[config.mk]
export PLATFORM = sky130hd
export DESIGN_NAME = lfsr_block_stream
export DESIGN_NICKNAME = d
export VERILOG_FILES = /design/src/rtl/lfsr_pkg.sv /design/src/rtl/lfsr_core.sv /design/src/rtl/lfsr_block_stream.sv
export SDC_FILE = /design/constraint.sdc
export NUM_CORES = 1
export LEC_CHECK = 0
export CAP_MARGIN = 25
export CORE_MARGIN = 3
export CORE_UTILIZATION = 45
export DETAILED_ROUTE_END_ITERATION = 12
export GPL_TIMING_DRIVEN = 0
export PLACE_DENSITY = 0.73
export SYNTH_ARGS = -nofsm -noshare
export SYNTH_HDL_FRONTEND = slang
export SYNTH_SLANG_ARGS = --single-unit
[constraint.sdc]
create_clock -name clk_in -period 3.24 [get_ports clk_in]
set_clock_uncertainty 0.15 [all_clocks]
set_input_delay 0.648 -clock clk_in [delete_from_list [all_inputs] [get_ports clk_in]]
set_output_delay 0.648 -clock clk_in [all_outputs]
set_load 0.05 [all_outputs]
[src/rtl/lfsr_pkg.sv]
// Shared types and helpers for the block-stream LFSR random source.
// Holds the FSM state encoding, default taps and the feedback reduction.
package lfsr_pkg;

   typedef enum logic {
      IDLE,
      STREAM
   } fsm_t;

   localparam logic [31:0] TAPS_32 = 32'h8020_0003;

   // Widest LFSR the feedback helper handles; narrower states are zero-extended.
   localparam int unsigned MAX_WIDTH = 64;

   function automatic logic feedback(input logic [MAX_WIDTH-1:0] state,
                                     input logic [MAX_WIDTH-1:0] taps);
      return ^(state & taps);
   endfunction

endpackage

[src/rtl/lfsr_core.sv]
// Free-running Fibonacci LFSR with synchronous seed load.
// A zero seed is replaced by SEED so the register can never lock up.
module lfsr_core
   import lfsr_pkg::*;
#(
   parameter int unsigned       WIDTH = 32,
   parameter logic [WIDTH-1:0] TAPS  = TAPS_32,
   parameter logic [WIDTH-1:0] SEED  = '1
) (
   input  logic             clk_in,
   input  logic             rst_in,
   input  logic             load_in,
   input  logic [WIDTH-1:0] seed_in,
   output logic [WIDTH-1:0] state_out
);

   logic [WIDTH-1:0] state_q;
   logic             fb;

   assign fb        = feedback(MAX_WIDTH'(state_q), MAX_WIDTH'(TAPS));
   assign state_out = state_q;

   always_ff @(posedge clk_in or posedge rst_in) begin
      if (rst_in) begin
         state_q <= SEED;
      end else if (load_in) begin
         state_q <= (seed_in == '0) ? SEED : seed_in;
      end else begin
         state_q <= {state_q[WIDTH-2:0], fb};
      end
   end

endmodule

[src/rtl/lfsr_block_stream.sv]
// Multi-word random number source: streams NUM_BLOCKS LFSR words, LS word first,
// over valid/ready, optionally forcing the number's LSB and MSB to 1.
module lfsr_block_stream
   import lfsr_pkg::*;
#(
   parameter int unsigned       WIDTH      = 32,
   parameter int unsigned       TOTAL_BITS = 4096,
   parameter logic [WIDTH-1:0] TAPS       = TAPS_32,
   parameter logic [WIDTH-1:0] SEED       = '1,
   parameter bit                FORCE_LSB  = 1'b1,
   parameter bit                FORCE_MSB  = 1'b1
) (
   input  logic             clk_in,
   input  logic             rst_in,
   input  logic [WIDTH-1:0] seed_in,
   input  logic             seed_valid_in,
   input  logic             trigger_in,
   input  logic             ready_in,
   output logic [WIDTH-1:0] rand_out,
   output logic             valid_out,
   output logic             last_out,
   output logic             busy_out
);

   localparam int unsigned NUM_BLOCKS = TOTAL_BITS / WIDTH;
   localparam int unsigned CW         = $clog2(NUM_BLOCKS);
   localparam logic [CW-1:0] LAST_IDX = CW'(NUM_BLOCKS - 1);

   if ((TOTAL_BITS % WIDTH) != 0 || NUM_BLOCKS < 2 || WIDTH < 8 || WIDTH > MAX_WIDTH) begin : g_param_check
      $error("lfsr_block_stream: illegal WIDTH/TOTAL_BITS combination");
   end

   fsm_t             fsm_q, fsm_nxt;
   logic [CW-1:0]    count_q, count_nxt;
   logic [WIDTH-1:0] word_q, word_nxt;
   logic [WIDTH-1:0] lfsr_state;
   logic             load_seed;

   function automatic logic [WIDTH-1:0] mask_word(input logic [WIDTH-1:0] w,
                                                  input logic [CW-1:0]    idx);
      logic [WIDTH-1:0] m;
      m = w;
      if (FORCE_LSB && idx == '0)     m[0]       = 1'b1;
      if (FORCE_MSB && idx == LAST_IDX) m[WIDTH-1] = 1'b1;
      return m;
   endfunction

   assign load_seed = (fsm_q == IDLE) && seed_valid_in;

   lfsr_core #(
      .WIDTH (WIDTH),
      .TAPS  (TAPS),
      .SEED  (SEED)
   ) u_core (
      .clk_in    (clk_in),
      .rst_in    (rst_in),
      .load_in   (load_seed),
      .seed_in   (seed_in),
      .state_out (lfsr_state)
   );

   // valid_out is exactly "in STREAM", so a beat is accepted whenever ready_in is high there.
   always_comb begin
      fsm_nxt   = fsm_q;
      count_nxt = count_q;
      word_nxt  = word_q;
      case (fsm_q)
         IDLE: begin
            if (trigger_in && !seed_valid_in) begin
               fsm_nxt   = STREAM;
               count_nxt = '0;
               word_nxt  = mask_word(lfsr_state, '0);
            end
         end
         STREAM: begin
            if (ready_in) begin
               if (count_q == LAST_IDX) begin
                  count_nxt = '0;
                  if (trigger_in) begin
                     word_nxt = mask_word(lfsr_state, '0);
                  end else begin
                     fsm_nxt = IDLE;
                  end
               end else begin
                  count_nxt = count_q + CW'(1);
                  word_nxt  = mask_word(lfsr_state, count_q + CW'(1));
               end
            end
         end
         default: fsm_nxt = IDLE;
      endcase
   end

   always_ff @(posedge clk_in or posedge rst_in) begin
      if (rst_in) begin
         fsm_q   <= IDLE;
         count_q <= '0;
         word_q  <= '0;
      end else begin
         fsm_q   <= fsm_nxt;
         count_q <= count_nxt;
         word_q  <= word_nxt;
      end
   end

   assign rand_out  = word_q;
   assign valid_out = (fsm_q == STREAM);
   assign busy_out  = (fsm_q == STREAM);
   assign last_out  = (fsm_q == STREAM) && (count_q == LAST_IDX);

endmodule

==> Word-level counts from Yosys, hierarchy flattened <==
Cells that the tools add are included.
{ "word_totals": {"regBits": 72, "mem_bits_rw": 0, "latchBits": 0, "romBits": 0, "inputBits": 37, "memories": 0} }
{ "classes": {"n_reduce_logical": 9, "n_shift": 0, "mux": 18, "add_sub_neg": 1, "n_eq_ne": 5, "multipliers": 0, "magnitude_cmp": 0, "div_mod_pow": 0, "bitwise": 1} }
{ "op_table": {"columns": ["cell", "count"], "rows": [
  ["32-bit two-way mux", 6],
  ["32-bit one-hot mux with 2 select lines", 1],
  ["64-bit XOR reduction", 1],
  ["32-bit logical NOT", 1],
  ["7-bit two-way mux", 3],
  ["7-bit == test, second input constant", 2],
  ["7-bit one-hot mux with 2 select lines", 1],
  ["7-bit by 1-bit adder with 7-bit output, second input constant", 1],
  ["7-bit logical NOT", 1],
  ["1-bit two-way mux", 6],
  ["1-bit logical AND", 3],
  ["3-bit != test, second input constant", 1],
  ["3-bit AND reduction", 1],
  ["2-bit by 1-bit != test with 1-bit output, second input constant", 1],
  ["2-bit != test, second input constant", 1],
  ["1-bit one-hot mux with 2 select lines", 1],
  ["2-bit AND reduction", 1],
  ["1-bit logical NOT", 1],
  ["1-bit NOT", 1]
]} }

==> Logic depth before layout (Yosys ltp) <==
Gate-level depths: netlist of the first run.
{ "logic_depth": {"word_depth": 6, "ltp_mapped": 6, "mapped_depth_nobuf": 5} }

==> Modules after synthesis <==
A second synthesis of the first run with hierarchy kept.
{ "unflattened": {"cells_unflattened": 283, "area_unflattened_um2": 3321.9} }
{ "modules_own_cells": {"columns": ["module", "cells_per_inst", "instances", "area_per_inst_um2"], "rows": [
  ["lfsr_block_stream", 129, 1, 1864.3],
  ["lfsr_core", 154, 1, 1457.6]
]} }

==> Worst setup path before layout of the first run <==
Ideal clock, no wire load.
{ "synth_path": {"kind": "reg2out", "from": "reg fsm_q (netlist: busy_out)", "to": "out last_out", "stages_incl_launch_ff": 3, "n_path_buf": 0, "slack_ps": 431, "required_ps": 2442, "arrival_ps": 2011, "path_cell_list": "dfrtp_1 inv_1 nor3_1"} }
{ "synth_between": {"elab_chain_cells": 1} }
{ "synth_lines": {"columns": ["element", "line_no", "source"], "rows": [
  ["start, declared", "lfsr_block_stream.sv:33", "fsm_t fsm_q, fsm_nxt;"],
  ["start signal, assigned", "lfsr_block_stream.sv:100", "fsm_q <= fsm_nxt;"],
  ["1-bit logical AND", "lfsr_block_stream.sv:109", "assign last_out = (fsm_q == STREAM) && (count_q == LAST_IDX);"],
  ["end, declared", "lfsr_block_stream.sv:21", "output logic last_out,"]
]} }
No other way between the ends.

==> Worst setup path after layout of the first run <==
{ "layout_path": {"from": "reg count_q[0]", "to": "out last_out"} }
{ "layout_between": {"elab_chain_cells": 2} }
{ "layout_lines": {"columns": ["element", "line_no", "source"], "rows": [
  ["start, declared", "lfsr_block_stream.sv:34", "logic [CW-1:0] count_q, count_nxt;"],
  ["start signal, assigned", "lfsr_block_stream.sv:101", "count_q <= count_nxt;"],
  ["7-bit == test", "lfsr_block_stream.sv:109", null],
  ["1-bit logical AND", "lfsr_block_stream.sv:109", null]
]} }
No other way between the ends.

==> flow_summary_export.csv, run 1 <==
group,metric,value,unit
drt,remaining_drc_errors,0,
grt,grt_pass1_wl,12400,um
clocking,cts_max_level,3,
sta,hold_viol_final,0,
worst_setup_path,cp-end-kind,"primary output",
logic_synthesis,synth-xor-area-share,1.67,%
worst_setup_path,start_kind,"flop",
power,switching_share,39.9,%
power,internal-power,2.50,mW
finish,final_nets,406,
finish,drive_gt1_share,23.1,%
clocking,cts_buffers,9,
drt,wl_per_cell,15.7,um
grt,grt_max_degree,73,
logic_synthesis,synth_flop_cell,"dfrtp_1",
finish,fin_cells,465,
logic_synthesis,synth_common_cells,"nor2_1, dfrtp_1, a21oi_1",
clocking,postCtsSetupBuffers,0,
logic_synthesis,synthCells,285,
power,p_seq_share,40.9,%
drt,drt-initial-drc-count,103,
sta,rsz0062_at_grt,"false",
worst_setup_path,worstSetupPathType,"flop to primary output",
logic_synthesis,yosys-top-cells-area,"dfrtp_1, dfstp_2, mux2_2, nor2_1, a21oi_1",
worst_setup_path,cp.required,2.44,ns
drt,dr.pass1.iters,4,
logic_synthesis,synth_compound_area_share,9.72,%
worst_hold_path,hold_class,"flop to flop",
floorplan,dieWidth,89.6,um
logic_synthesis,synth_top_area_share,31.9,%
power,power_frac_comb,42.5,%
logic_synthesis,synth_edf_count,0,
logic_synthesis,synth_top_family_by_area,"simple AND/OR/NAND/NOR gates",
drt,route.vias.total,2447,
place,detailed_place_hpwl,5140,um
grt,grt_pass1_vias,2599,
worst_setup_path,slowest_stage,"clkdlybuf4s50_1",
clocking,cts_hold_buf,0,
clocking,cts-resized-gates,0,
outcome,status,"finished clean",
sta,relSlewSlack,43.3,%
power,switching_power,1.66,mW
clocking,cts-root-buf,"clkbuf_8",
flow_run,max_cap_viol_count,0,
place,placed_cells,449,
logic_synthesis,synth-simple-area-share,15.0,%
power,p_leak,1.66,nW
floorplan,fp.dieH,89.6,um
floorplan,dieArea,0.00802,sq mm
worst_setup_path,path_cells,"ha_1 > nand2_1 > nor3_1 > clkdlybuf4s50_1",
sta,min_period_over_period,92.9,%
drt,routed_wl,7310,um
worst_setup_path,crit_arrival,2.21,ns
worst_setup_path,crit_family,"buffers and inverters",
worst_setup_path,crit_fanout,6,
worst_setup_path,critPathBufInv,1,
worst_setup_path,cpPeakStageDelay,0.83,ns
logic_synthesis,synth_area,0.00314,sq mm
floorplan,rows,29,
clocking,clkTransAtPathRegs,0.07,ns
floorplan,core_area,0.00657,sq mm
logic_synthesis,yosysTopAreaCell,"dfrtp_1",
clocking,clk_latency,0.34,ns
power,p_total,4.17,mW
place,finalWeightedCongestion,0.871,
logic_synthesis,synth_fa_ha_area_share,0.796,%
sta,finalSetupViolations,0,
logic_synthesis,synth_cell_type_count,36,
logic_synthesis,synthMostInstantiatedCell,"nor2_1",
logic_synthesis,ys_ff_latch,72,
floorplan,initial_core_util,47.8,%
logic_synthesis,synthMuxAreaShare,10.8,%
sta,fmaxAchievable,332,MHz
clocking,cts_tree,"built",
grt,track_usage,20.3,%
logic_synthesis,ys_seq_area_share,58.6,%
finish,num_antenna_cells,0,
drt,avgViaCountPerCell,5.26,
grt,gr-total-overflow,0,
floorplan,pin_count,72,
logic_synthesis,yosysWarningCount,0,
finish,syn_to_final_growth,32.5,%
clocking,cts_sinks,72,
drt,antenna_left,0,
grt,antenna_found_initial,0,
power,power_density,1000,mW/mm^2
clocking,cts.path.max_buffers,2,
logic_synthesis,async_reset_ff_share,100,%
sta,finalMaxSlewViolations,0,
logic_synthesis,synth_nets,324,
place,io_buffer_count,71,
sta,worst_slew_pin_slew,0.851,ns
logic_synthesis,avgSynthCellArea,11.0,sq um
sta,min_period,3.01,ns
power,clock_power_share,16.5,%
power,worst_ir_drop_vdd,0.565,mV
-- sequential cells by signal (all words and copies together), names as in the netlist --
name              cells
rand_out             32
u_core.state_out     32
count_q               7
busy_out              1
-- power by group through the flow --
stage / Sequential, mW / Clock (mW) / Combinational (mW)
after floorplan: 2.36 / 0 / 0.509
after global placement: 1.71 / 0 / 1.75
after detailed placement: 1.72 / 0 / 1.78
after CTS: 1.71 / 0.699 / 1.78
after global routing: 1.77 / 0.743 / 1.90
final: 1.71 / 0.689 / 1.77
-- path summary, 6_finish.rpt --
check,start,to,slack [ns],depth (start not counted)
hold / removal,rand_out[31],rand_out[31],0.34,2
hold reg to reg,rand_out[31],rand_out[31],0.34,2
setup / recovery,count_q[0],last_out,0.23,4
max in group asynchronous,rst_in,rand_out[3],1.70,2
setup reg to reg,count_q[0],rand_out[20],1.08,5
min in group asynchronous,rst_in,rand_out[10],0.68,2
-- worst register-to-register path, cell delays in order, from the launching register on --
cell	delay [ns]
dfrtp_1	0.40
ha_1	0.25
nand2_1	0.20
o32ai_4	0.47
buf_6	0.23
mux2_2	0.35
-- kinds of logic (layout without fill, tap and decap cells) --
kind of cell               after synthesis  in the layout
AOI/OAI and AO/OA                       53             53
DFF                                     72             72
xor gates and xnor gates                 6              6
and+or+nand+nor                        102            102
buffers and inverters                   20            107
muxes                                   30             30
adders and majority gates                2              2
-- metal layers --
metal	share of wire, %	GRT usage, %	wire, um	vias up
met2	46	30.7	3400	86
li1	-	-	-	1149
met4	1.5	6.90	112	0
met1	47	29.5	3400	1198
met3	5.5	3.69	400	14
met5	0	0	0	-
-- placed cells by master, fill, tap and decap left out, types with 2 or more instances in the layout --
master and instances:
a21oi_1 36, a22oi_1 2, a31oi_1 2, buf_2 4
buf_6 3, clkbuf_1 9, clkbuf_8 9, clkdlybuf4s50_1 71
clkinvlp_4 2, dfrtp_1 40, dfstp_2 32, ha_1 2
inv_1 3, mux2_1 4, mux2_2 26, nand2_1 8
nand2b_1 2, nand4_1 4, nor2_1 67, nor3_1 2
nor4_1 9, o21ai_0 10, xnor2_1 4, xor2_1 2
-- area by class of cell --
class	count	area, sq um
well taps	93	116
clock buffers	11	131
multi-input cells	193	1190
fillers	549	2410
plain buffers	16	92.6
flip-flops and latches	72	1840
clock inverters	5	58.8
repair buffers	71	711
inverters	4	17.5
-- metrics by stage --
| stage | utilization [%] | cell area (sq um) | hold slack (ns) | worst slack (ns) | setup TNS (ns) |
|---|---|---|---|---|---|
| 6_report | 63.4 | 4160 | 0.338 | 0.231 | 0 |
| 5_1_grt | 63.4 | 4160 | 0.374 | 0.101 | 0 |
| 4_1_cts | 63.4 | 4160 | 0.346 | 0.226 | 0 |
| 3_5_place_dp | 60.5 | 3970 | 0.330 | 0.557 | 0 |
| 3_3_place_gp | 60.4 | 3970 | 0.313 | -0.496 | -19.59 |
| 2_1_floorplan | - | 3140 | 0.329 | 0.431 | 0 |
Power figures use the tool's default switching activity.
==> inputs of run 2 (changes only) <==
--- a/config.mk
+++ b/config.mk
@@ -5,6 +5,7 @@
 export SDC_FILE = /design/constraint.sdc
 export NUM_CORES = 1
 export LEC_CHECK = 0
+export ABC_CLOCK_PERIOD_IN_PS = 3240
 export CAP_MARGIN = 25
 export CORE_MARGIN = 3
 export CORE_UTILIZATION = 45
==> results of run 2 <==
The final DEF is identical to that of run 1; final timing and power are the same.
